--- src/rtl/id_ex_stage.sv ---
// id_ex_stage: ID/EX pipeline register feeding the ALU.
// Registers decoded operands and control from ID, forwards newer EX/MEM and
// MEM/WB results onto the ALU operands, and converts a load-use hazard into
// a single self-inserted bubble that is counted in bubble_cnt_o.
// Optional build macro: IDEX_FORWARD_EN enables forwarding and hazard
// detection; without it operands come straight from the registered values.
module id_ex_stage #(
   parameter int DATA_W = 32,
   parameter int REG_W  = 5
) (
   input  logic              clk_i,
   input  logic              rst_i,
   input  logic              stall_i,
   input  logic              flush_i,
   input  logic              valid_i,
   input  logic [DATA_W-1:0] rs1_data_i,
   input  logic [DATA_W-1:0] rs2_data_i,
   input  logic [DATA_W-1:0] imm_i,
   input  logic [REG_W-1:0]  rs1_addr_i,
   input  logic [REG_W-1:0]  rs2_addr_i,
   input  logic [REG_W-1:0]  rd_addr_i,
   input  logic [2:0]        alu_ctrl_i,
   input  logic              alu_src_i,
   input  logic              reg_write_i,
   input  logic              mem_read_i,
   input  logic              mem_write_i,
   input  logic              mem_to_reg_i,
   input  logic              exmem_reg_write_i,
   input  logic [REG_W-1:0]  exmem_rd_i,
   input  logic [DATA_W-1:0] exmem_data_i,
   input  logic              memwb_reg_write_i,
   input  logic [REG_W-1:0]  memwb_rd_i,
   input  logic [DATA_W-1:0] memwb_data_i,
   output logic [DATA_W-1:0] alu_data1_o,
   output logic [DATA_W-1:0] alu_data2_o,
   output logic [2:0]        alu_ctrl_o,
   output logic [DATA_W-1:0] store_data_o,
   output logic [REG_W-1:0]  rd_addr_o,
   output logic              reg_write_o,
   output logic              mem_read_o,
   output logic              mem_write_o,
   output logic              mem_to_reg_o,
   output logic              valid_o,
   output logic              hazard_o,
   output logic [15:0]       bubble_cnt_o
);

   // A bubble is an add of zeros with every side effect disabled.
   localparam logic [2:0] ALU_ADD = 3'b101;

   logic [DATA_W-1:0] rs1_data_r, rs2_data_r, imm_r;
   logic [REG_W-1:0]  rs1_addr_r, rs2_addr_r, rd_addr_r;
   logic [2:0]        alu_ctrl_r;
   logic              alu_src_r, reg_write_r, mem_read_r, mem_write_r, mem_to_reg_r, valid_r;
   logic [15:0]       bubble_cnt_r;
   logic              hazard_s;
   logic [DATA_W-1:0] fwd1_s, fwd2_s;

`ifdef IDEX_FORWARD_EN
   // Youngest producer wins: EX/MEM beats MEM/WB; x0 is never forwarded.
   function automatic logic [DATA_W-1:0] fwd_sel(
      input logic [REG_W-1:0]  src,
      input logic [DATA_W-1:0] raw,
      input logic              ex_we,
      input logic [REG_W-1:0]  ex_rd,
      input logic [DATA_W-1:0] ex_data,
      input logic              wb_we,
      input logic [REG_W-1:0]  wb_rd,
      input logic [DATA_W-1:0] wb_data
   );
      logic [DATA_W-1:0] sel;
      if (ex_we && (ex_rd != {REG_W{1'b0}}) && (ex_rd == src)) begin
         sel = ex_data;
      end else if (wb_we && (wb_rd != {REG_W{1'b0}}) && (wb_rd == src)) begin
         sel = wb_data;
      end else begin
         sel = raw;
      end
      return sel;
   endfunction

   // Load in EX whose destination is read by the ID instruction (rs2 is
   // checked even when unused); independent of stall/flush by design.
   assign hazard_s = valid_r & mem_read_r & (rd_addr_r != {REG_W{1'b0}}) & valid_i &
                     ((rd_addr_r == rs1_addr_i) | (rd_addr_r == rs2_addr_i));

   // Operand forwarding muxes, combinational from the downstream stages.
   always_comb begin
      fwd1_s = fwd_sel(rs1_addr_r, rs1_data_r, exmem_reg_write_i, exmem_rd_i, exmem_data_i,
                       memwb_reg_write_i, memwb_rd_i, memwb_data_i);
      fwd2_s = fwd_sel(rs2_addr_r, rs2_data_r, exmem_reg_write_i, exmem_rd_i, exmem_data_i,
                       memwb_reg_write_i, memwb_rd_i, memwb_data_i);
   end
`else
   // Without forwarding, software schedules NOPs; downstream results and
   // registered source addresses are intentionally ignored.
   logic unused_fwd_s;
   assign unused_fwd_s = ^{exmem_reg_write_i, exmem_rd_i, exmem_data_i,
                           memwb_reg_write_i, memwb_rd_i, memwb_data_i,
                           rs1_addr_r, rs2_addr_r};
   assign hazard_s = 1'b0;

   // Operands pass straight from the registered register-file reads.
   always_comb begin
      fwd1_s = rs1_data_r;
      fwd2_s = rs2_data_r;
   end
`endif

   // Stage register: reset > stall > flush/hazard bubble > normal capture.
   always_ff @(posedge clk_i) begin
      if (rst_i || (!stall_i && (flush_i || hazard_s))) begin
         rs1_data_r   <= {DATA_W{1'b0}};
         rs2_data_r   <= {DATA_W{1'b0}};
         imm_r        <= {DATA_W{1'b0}};
         rs1_addr_r   <= {REG_W{1'b0}};
         rs2_addr_r   <= {REG_W{1'b0}};
         rd_addr_r    <= {REG_W{1'b0}};
         alu_ctrl_r   <= ALU_ADD;
         alu_src_r    <= 1'b0;
         reg_write_r  <= 1'b0;
         mem_read_r   <= 1'b0;
         mem_write_r  <= 1'b0;
         mem_to_reg_r <= 1'b0;
         valid_r      <= 1'b0;
      end else if (!stall_i) begin
         rs1_data_r   <= rs1_data_i;
         rs2_data_r   <= rs2_data_i;
         imm_r        <= imm_i;
         rs1_addr_r   <= rs1_addr_i;
         rs2_addr_r   <= rs2_addr_i;
         rd_addr_r    <= rd_addr_i;
         alu_ctrl_r   <= alu_ctrl_i;
         alu_src_r    <= alu_src_i;
         reg_write_r  <= reg_write_i;
         mem_read_r   <= mem_read_i;
         mem_write_r  <= mem_write_i;
         mem_to_reg_r <= mem_to_reg_i;
         valid_r      <= valid_i;
      end else begin
         valid_r      <= valid_r;
      end
   end

   // Saturating count of hazard bubbles; flush bubbles are not counted.
   always_ff @(posedge clk_i) begin
      if (rst_i) begin
         bubble_cnt_r <= 16'd0;
      end else if (!stall_i && !flush_i && hazard_s && (bubble_cnt_r != 16'hFFFF)) begin
         bubble_cnt_r <= bubble_cnt_r + 16'd1;
      end else begin
         bubble_cnt_r <= bubble_cnt_r;
      end
   end

   assign alu_data1_o  = fwd1_s;
   assign store_data_o = fwd2_s;
   assign alu_data2_o  = alu_src_r ? imm_r : fwd2_s;
   assign alu_ctrl_o   = alu_ctrl_r;
   assign rd_addr_o    = rd_addr_r;
   assign reg_write_o  = reg_write_r;
   assign mem_read_o   = mem_read_r;
   assign mem_write_o  = mem_write_r;
   assign mem_to_reg_o = mem_to_reg_r;
   assign valid_o      = valid_r;
   assign hazard_o     = hazard_s;
   assign bubble_cnt_o = bubble_cnt_r;

endmodule

--- config.mk ---
export PLATFORM = sky130hd
export DESIGN_NAME = id_ex_stage
export DESIGN_NICKNAME = d
export VERILOG_FILES = /design/src/rtl/id_ex_stage.sv
export SDC_FILE = /design/constraint.sdc
export NUM_CORES = 1
export LEC_CHECK = 0
export ABC_CLOCK_PERIOD_IN_PS = 4200
export CELL_PAD_IN_SITES_DETAIL_PLACEMENT = 1
export CELL_PAD_IN_SITES_GLOBAL_PLACEMENT = 2
export CORE_MARGIN = 5
export CORE_UTILIZATION = 24
export CTS_BUF_LIST = sky130_fd_sc_hd__clkbuf_4
export DETAILED_ROUTE_END_ITERATION = 7
export GPL_ROUTABILITY_DRIVEN = 0
export HOLD_SLACK_MARGIN = 0.05
export PLACE_DENSITY = 0.86
export SYNTH_ARGS = -nofsm -noshare
export SYNTH_HDL_FRONTEND = slang
export SYNTH_SLANG_ARGS = --single-unit
--- constraint.sdc ---
create_clock -name clk_i -period 4.2 [get_ports clk_i]
set_input_delay 1.26 -clock clk_i [delete_from_list [all_inputs] [get_ports clk_i]]
set_output_delay 1.26 -clock clk_i [all_outputs]
set_load 0.01 [all_outputs]
Word-level counts from Yosys, hierarchy flattened:

Index checks and enable logic that the tools add are counted.

* multiplexer cells: 1
* reduce and logical (&&, ||, !) cells: 3

Operators with widths (count)
* $mux W32: 1
* $logic_and A1 B1 Y1: 1
* $logic_not A1 Y1: 1
* $logic_or A1 B1 Y1: 1

* flip-flop bits (word level): 110
* bits of input ports: 200
* output and inout bits: 126

Longest topological paths before layout:

Gate-level depths: netlist (run 1).

* word-level depth: 3
* gate-level depth with buffers: 4
* depth with buffers taken out: 2

Worst setup path before layout (run 1):

Ideal clock, no wire load.

* path type: register -> output
* from: register alu_src_r
* to: output alu_data2_o[10]
* arrival: 1.066 ns
* data required time: 2.940 ns
* setup slack: 1.874 ns
* cell stages (with the launch flop): 4
* buffers on the path: 2
* path through: dfxtp_1 -> clkbuf_1 -> buf_4 -> mux2_1

* longest elaborated chain between the ends: 1

Ends and longest elaborated chain
* start, declared: line 54 `logic alu_src_r, reg_write_r, mem_read_r, mem_write_r, mem_to_reg_r, valid_r;`
* start signal, assigned: line 134 `alu_src_r <= alu_src_i;`
* $mux W32: line 158 `assign alu_data2_o = alu_src_r ? imm_r : fwd2_s;`
* end, declared: line 35 `output logic [DATA_W-1:0] alu_data2_o,`

Every way passes these cells.

Worst setup path after layout (run 1):

* from: register alu_src_r
* to: output alu_data2_o[9]

The elaborated chain is that of the path after synthesis.

==> metrics, run 1 <==
Die W 162 µm; Clock Path Buffers 2; Syn-to-layout area delta 44.7%; most frequent cells after synthesis 110 x dfxtp_1, 108 x inv_1, 108 x nand2_1; post-CTS resize count 0; placed cell areas 0.00788 mm²; Final Setup Violations 0; fin crit period 3530 ps; Vias/cell 4.42; Fin. Hold Viols 0; die height 162 µm; max-cap violation count 0; first-pass GRT wire length 26,000 µm; Slew headroom between 30% and 40%; most frequent cell after synthesis dfxtp_1; yosys warns 0; dpl ws 1140 ps; via count 4,497; 1st-iter DRT viols 150; CTS clk-pin slew, worst paths 170 ps; CP required 2940 ps; worst r2r src alu_src_r; grt ovf 0; port bufs 222; initial antenna violation count 1; Fmax achieved 284 MHz; vias in the first global route 4,694; CTS tree yes; CTS Hold Bufs 0; DRT Pass-1 Iters 4; routed length per instance 16.3 µm; root buffer cell clkbuf_4; post-synth top area share about two fifths; Initial Utilization 24.5%; Post-Syn Area 0.00557 mm²; core region area 0.0227 mm²; WS Path Type reg -> out; Max H-tree Level 3; pin count of the biggest net entering global routing ~120; CP Launch Type flop; # IOs 326; nets between 900 and 1,000; status finished clean; crit end category output port; RSZ-0062 raised after global routing no; leak pwr 3.04 nW; CTS Buf Count 9; pwr dens 274 mW/mm²; peak supply drop 0.150 mV; Synth cell types 14; total wire length 16,600 µm; Synth async-reset ratio 0%; CTS Sinks 110; Final Max Slew Viols 0; DRC 0; sequential area share after synthesis between 30 and 40%; setup TNS 0 ps; Synth area leaders dfxtp_1 40%, o32ai_2 29%, inv_1 7.3%, nand2_1 7.3%, mux2_1 6.5%; final instance area about 0.0081 mm²; final period utilization a little over four fifths; worst setup margin 674 ps; number of flops mapped to enable cells by yosys 0; CP Launch Point alu_src_r; setup bufs post-CTS 0; Placement Rows 55; Worst Max-Slew Pin Slew 926 ps; die area around 0.026 mm²; remaining antenna violation count 0; Clock Skews 0 ps; Worst EP arrival ~2300 ps; min-delay src imm_r[31]; post-detail-place hpwl between 10,000 and 15,000 µm; Mapped Avg Cell Area 10.3 µm²; Yosys top cell by area dfxtp_1; Skew-Pair Late Insertion Delay around 460 ps; share of cells above drive strength 1 between 15 and 20%; FF+latch count, synth 110; Main synth FF type dfxtp_1; Hold WC Path Type reg -> reg; critical path peak fanout 18; Total GRT Usage 12.2%; post-synthesis instance total 541
-- flip-flops by register name, summed over array words and instances, names as in the netlist --
register      count
alu_ctrl_o        3
alu_data1_o      32
alu_src_r         1
imm_r            32
mem_read_o        1
mem_to_reg_o      1
mem_write_o       1
rd_addr_o         5
reg_write_o       1
store_data_o     32
valid_o           1
-- worst max-delay path, cell delays in order, from the launching register on --
cell             delay (ps)
dfxtp_2                 700
buf_12                  250
mux2_1                  340
clkdlybuf4s50_1         510
-- worst paths after layout --
kind	end	cells after the start	slack, ps
max	alu_data2_o[9]	3	670
max reg2reg	alu_src_r	2	3170
min	imm_r[31]	2	500
min reg2reg	imm_r[31]	2	500
-- kinds of logic after synthesis --
group                  after synthesis  share of synthesized area [%]
buffers and inverters              177                           15.4
AND/OR/NAND/NOR                    111                           7.62
AO/OA/AOI/OAI                      110                           30.8
flip-flops                         110                           39.6
multiplexers                        32                           6.47
other                                1                         0.0674
-- cell type report --
cell class	count	area [µm²]
flip-flops and latches	110	2200
well taps	285	357
inverters	108	405
clock buffers	10	75.1
multi-input cells	270	2570
clock inverters	6	93.8
diodes	1	2.50
repair buffers	228	2350
fillers	2565	14700
-- stage by stage --
stage,utilization (%),power [W],hold slack [ps],std cells
2_1_floorplan,-,0.00137,457,557
3_3_place_gp,34.7,0.00158,466,1001
3_5_place_dp,34.7,0.00159,477,1001
4_1_cts,35.4,0.00226,502,1017
5_1_grt,35.5,0.00233,524,1018
6_report,35.5,0.00220,498,1018
-- per-layer routing --
layer,routed length (µm),GRT usage [%],up-vias
met4,129,2.54,0
met2,7770,19.6,142
met1,7400,15.6,2166
met5,0,0,-
li1,-,-,2179
met3,1340,4.74,10
-- power breakdown --
part,internal [W],switching [W],total (W)
logic,0.000243,0.000205,0.000448
registers,0.00109,0.0000274,0.00111
clock network,0.000255,0.000387,0.000642
-- layout by cell type, fill, tap and decap left out --
cell type        netlist  final
clkdlybuf4s50_1        0    220
inv_6                  0      1
inv_8                  0      1
o32a_1                 2      2
dfxtp_2                0      1
nand2_1              108    108
conb_1                 1     17
o32ai_2              100    100
buf_6                 11      1
dfxtp_1              110    109
clkinv_4               0      1
o32ai_1                8      8
inv_1                108    108
clkbuf_8               0      1
buf_12                 0      6
or2_4                  0      1
mux2_1                32     32
bufinv_16              0      2
diode_2                0      1
nand2b_1               2      2
clkbuf_4               0     10
clkinv_2               0      1
Note: power is estimated with default switching activity, not from simulation.
==> run 2: changes to the inputs <==
Settings changed: ABC_CLOCK_PERIOD_IN_PS 4200 to 3580, CORE_UTILIZATION 24 to 22, PLACE_DENSITY 0.86 to 0.8.
Clock period 4.2 ns to 3.58 ns, I/O delays scaled along.
==> run 2 against run 1 <==
  * Register-to-register slack got worse by 450 ps
  * Total power is 11% higher
  * Flip-flop and latch count did not move
  * Clock-buffer cell count is the same
  * Clock power decreased by 4.5%
  * Final area is 0.90% higher
  * Die area is 8.5% higher
  * Utilization down 3.0 points
  * Via count grew 0.69%
  * Setup slack lost 130 ps
  * Sequential share of layout area decreased by 0.24 points
  * Highest routed layer unchanged
  * Critical endpoint is now alu_data2_o[30]
==> metrics, run 2 (synthesis results as in run 1) <==
status finished clean; worst r2r dst alu_src_r; Clock Path Buffers 2; Worst EP arrival 1970 ps; # IOs 326; WHS Endpoint valid_o; Final Max Slew Viols 0; 1st-iter DRT viols 182; Total GRT Usage between 10% and 20%; vias in the first global route 4,691; Placement Rows just under 60; CTS Hold Bufs 0; DRT Pass-1 Iters 4; port bufs roughly 220; via count around 4,500; die area 0.0286 mm²; commonest non-fill, non-tap cell in the layout clkdlybuf4s50_1; share of cells above drive strength 1 18.0%; Fmax achieved 329 MHz; first-pass GRT wire length 26,400 µm; Skew-Pair Late Insertion Delay 470 ps; fin util 32.4%; nets approximately 930; setup TNS 0 ps; highest-count cells in the layout ignoring fill and taps 220 x clkdlybuf4s50_1, 109 x dfxtp_1, 108 x inv_1, 108 x nand2_1, 100 x o32ai_2; FF-to-FF setup slack 2720 ps; remaining antenna violation count 0; routed length per instance 15.8 µm; Die W between 150 and 200 µm; CP Launch Type flop; CTS Buf Count 9; final period utilization between 80% and 90%; Worst Max-Slew Pin Slew 787 ps; worst r2r src alu_src_r; core region area 0.0250 mm²; Worst Hold Depth 2; grt ovf 0; total wire length ~17,000 µm; post-CTS resize count 0; pin count of the biggest net entering global routing 111; peak supply drop 0.170 mV; Initial Utilization 22.2%; Hold WC Path Type reg -> reg; Final Setup Violations 0; Vias/cell 4.23; die height 169 µm; leak pwr 3.05 nW; post-detail-place hpwl 11,700 µm; cells on worst reg2reg path 3; WS Path Type reg -> out; initial antenna violation count 1; min-delay src valid_o; Fin. Hold Viols 0; Syn-to-layout area delta 46.0%; CTS Sinks 110; CTS clk-pin slew, worst paths 160 ps; CP required approximately 2500 ps; critical path peak fanout 33; Slew headroom 47.5%; Clock Skews 0 ps; max-cap violation count 0; crit end category output port; pwr dens 302 mW/mm²; RSZ-0062 raised after global routing no; CP Launch Point alu_src_r; CTS tree yes; DRC 0; Max H-tree Level 3; root buffer cell clkbuf_4; fin crit period about 3000 ps; setup bufs post-CTS 0
run 2: cell count changes in the layout (fill, tap and decap cells not counted), sizes merged:
cell and delta:
buf +7, bufinv -2, clkinv +2
run 2: worst max-delay path by stage:
stage                     slack (ps)              end  cells after the start
final                            540  alu_data2_o[30]                      3
after global routing             420   alu_data2_o[3]                      3
after CTS                        460  alu_data2_o[30]                      3
after detailed placement         880  store_data_o[7]                      4
after global placement           890        imm_r[10]                      4
after floorplan                 1440  alu_data2_o[10]                      3
run 2: per-layer routing:
| layer | GRT usage, % | wire (µm) | vias to the layer above |
|---|---|---|---|
| met5 | 0 | 0 | - |
| met2 | 18.4 | 7650 | 151 |
| met1 | 14.6 | 7660 | 2178 |
| met4 | 2.42 | 116 | 0 |
| met3 | 4.67 | 1530 | 8 |
| li1 | - | - | 2191 |
run 2: cell type report:
class                      instances  area (µm²)
multi-input combinational        270        2570
sequential                       110        2200
clock inverter                     6        45.0
timing repair buffer             235        2410
clock buffer                      10        75.1
fill                            2863       16900
antenna                            1        2.50
inverter                         108         405
tap                              330         413
run 2: critical path, stage by stage, from the launching register on:
cell and delay [ps]:
dfxtp_2 370, buf_12 210, mux2_1 350, clkdlybuf4s50_1 520
run 2: power breakdown:
part / switching (W) / leakage [nW] / total, W / internal [W]
Combinational: 0.000246 / 2.08 / 0.000538 / 0.000292
Sequential: 0.0000289 / 0.898 / 0.00130 / 0.00127
Clock: 0.000456 / 0.0711 / 0.000613 / 0.000157
Total: 0.000731 / 3.05 / 0.00245 / 0.00172
run 2: metrics by stage:
| step | total power, W | std cells | instance area, µm² | setup slack (ps) | hold WS [ps] |
|---|---|---|---|---|---|
| after floorplan | 0.00161 | 557 | 5630 | 1440 | 457 |
| after global placement | 0.00187 | 1053 | 8000 | 886 | 459 |
| after detailed placement | 0.00188 | 1053 | 8000 | 877 | 472 |
| after CTS | 0.00252 | 1069 | 8120 | 460 | 493 |
| after global routing | 0.00260 | 1070 | 8120 | 421 | 521 |
| final | 0.00245 | 1070 | 8120 | 540 | 489 |
==> run 3: changes to the inputs <==
Settings changed: ABC_CLOCK_PERIOD_IN_PS 3580 to 2700, CORE_UTILIZATION 22 to 20, PLACE_DENSITY 0.8 to 0.76.
Clock period 3.58 ns to 2.7 ns, I/O delays scaled along.
==> run 3 against run 2 <==
  * Global-route usage is 0.56 points lower
  * First-iteration DRC count is 2.2% lower
  * Clock skew stayed put
  * Via count is 0.11% higher
  * Critical endpoint is now alu_data2_o[8]
  * Non-clock buffer count is 2 higher
  * Utilization is 2.8 points lower
  * Sequential share of layout area is 0.20 points lower
  * Setup slack worse by 400 ps
==> metrics, run 3 (synthesis results as in run 1) <==
Fmax achieved 391 MHz; DRC 0; commonest non-fill, non-tap cell in the layout clkdlybuf4s50_1; Placement Rows 61; # IOs approximately 330; CTS Sinks 110; grt ovf 0; Final Non-Filler Cells 1,119; Syn-to-layout area delta 47.2%; Initial Utilization 20.1%; status finished clean; share of cells above drive strength 1 20.6%; crit end category output port; setup TNS 0 ps; critical path peak fanout 16; part of the power in registers a little over half; CTS tree yes; CP required 1890 ps; die area 0.0313 mm²; placed cell areas slightly above 0.008 mm²; CTS Hold Bufs 0; root buffer cell clkbuf_4; Comb pwr share a little over a fifth; Vias/cell 4.05; Pwr Total 0.00328 W; die height 177 µm; leak pwr around 3.1 nW; via count 4,533; port bufs between 200 and 250; Final Setup Violations 0; final instance area 0.00819 mm²; DRT Pass-1 Iters 4; dpl cells approximately 1,100; Clk network pwr share 25.5%; Net Switching 0.000996 W; CP Launch Type flop; Switching Fraction 30.4%; Final Max Slew Viols 0; Skew-Pair Late Insertion Delay 480 ps; nets between 900 and 1,000; CTS clk-pin slew, worst paths 190 ps; total wire length 17,600 µm; Max H-tree Level 3; remaining antenna violation count 0; RSZ-0062 raised after global routing no; Worst EP arrival between 1500 and 2000 ps; post-detail-place hpwl approximately 12,000 µm; Die W 177 µm; Slew headroom between 40 and 50%; Total GRT Usage about 11%; CTS Buf Count 9; Clock Skews 0 ps; initial antenna violation count 0; core region area 0.0276 mm²; WS Path Type reg -> out; Fin. Hold Viols 0; Antenna Cells 0; Worst Max-Slew Pin Slew 786 ps; peak supply drop 0.249 mV; fin crit period between 2000 and 3000 ps; Hold WC Path Type reg -> reg; max-cap violation count 0; 1st-iter DRT viols 178; final period utilization between 90% and 100%; Int Power 0.00228 W; vias in the first global route 4,774; Clock Path Buffers 2; first-pass GRT wire length 27,000 µm; routed length per instance 15.7 µm; pwr dens 400 mW/mm²; highest-count cells in the layout ignoring fill and taps 188 x clkdlybuf4s50_1, 109 x dfxtp_1, 108 x inv_1, 108 x nand2_1, 100 x o32ai_2; pin count of the biggest net entering global routing 111
[run 3: per-stage QoR]
step,utilization (%),worst slack (ps),hold slack (ps)
2_1_floorplan,-,824,457
3_3_place_gp,29.1,249,471
3_5_place_dp,29.1,247,479
4_1_cts,29.8,-57.8,503
5_1_grt,29.7,3.05,528
6_report,29.7,140,497
[run 3: cell type report]
type,count,area (µm²)
Clock buffer,10,75.1
Fill cell,3192,19400
Timing Repair Buffer,237,2400
Sequential cell,110,2210
Clock inverter,6,43.8
Multi-Input combinational cell,270,2590
Tap cell,378,473
Inverter,108,405
[run 3: path summary, 6_finish.rpt]
check / slack (ps) / end / startpoint / depth (start not counted)
max: 140 / alu_data2_o[8] / alu_src_r / 3
min: 500 / reg_write_o / reg_write_o / 2
max reg2reg: 1760 / alu_src_r / alu_src_r / 4
min reg2reg: 500 / reg_write_o / reg_write_o / 2
[run 3: critical path, cell delays in order, from the launching register on]
cell and delay, ps:
dfxtp_4 470, buf_12 200, mux2_1 340, clkdlybuf4s15_1 240
[run 3: layer usage]
metal  share of wire (%)  global-route usage, %
met1                  45                   13.9
met2                  44                   17.2
met3                 9.4                   4.59
met4                 1.4                   2.74
met5                   0                      0
[run 3: power groups by stage]
stage	Sequential, W	Combinational [W]	Clock [W]
2_1_floorplan	0.00178	0.000362	0
3_3_place_gp	0.00176	0.000719	0
3_5_place_dp	0.00176	0.000724	0
4_1_cts	0.00173	0.000729	0.000913
5_1_grt	0.00174	0.000769	0.000965
6_report	0.00173	0.000712	0.000835
[run 3: what timing repair did]
action                     4_1_cts  5_1_grt
resized for setup               77       18
buffers inserted                 3        1
setup endpoints to repair       32       31
cloned                           2        0
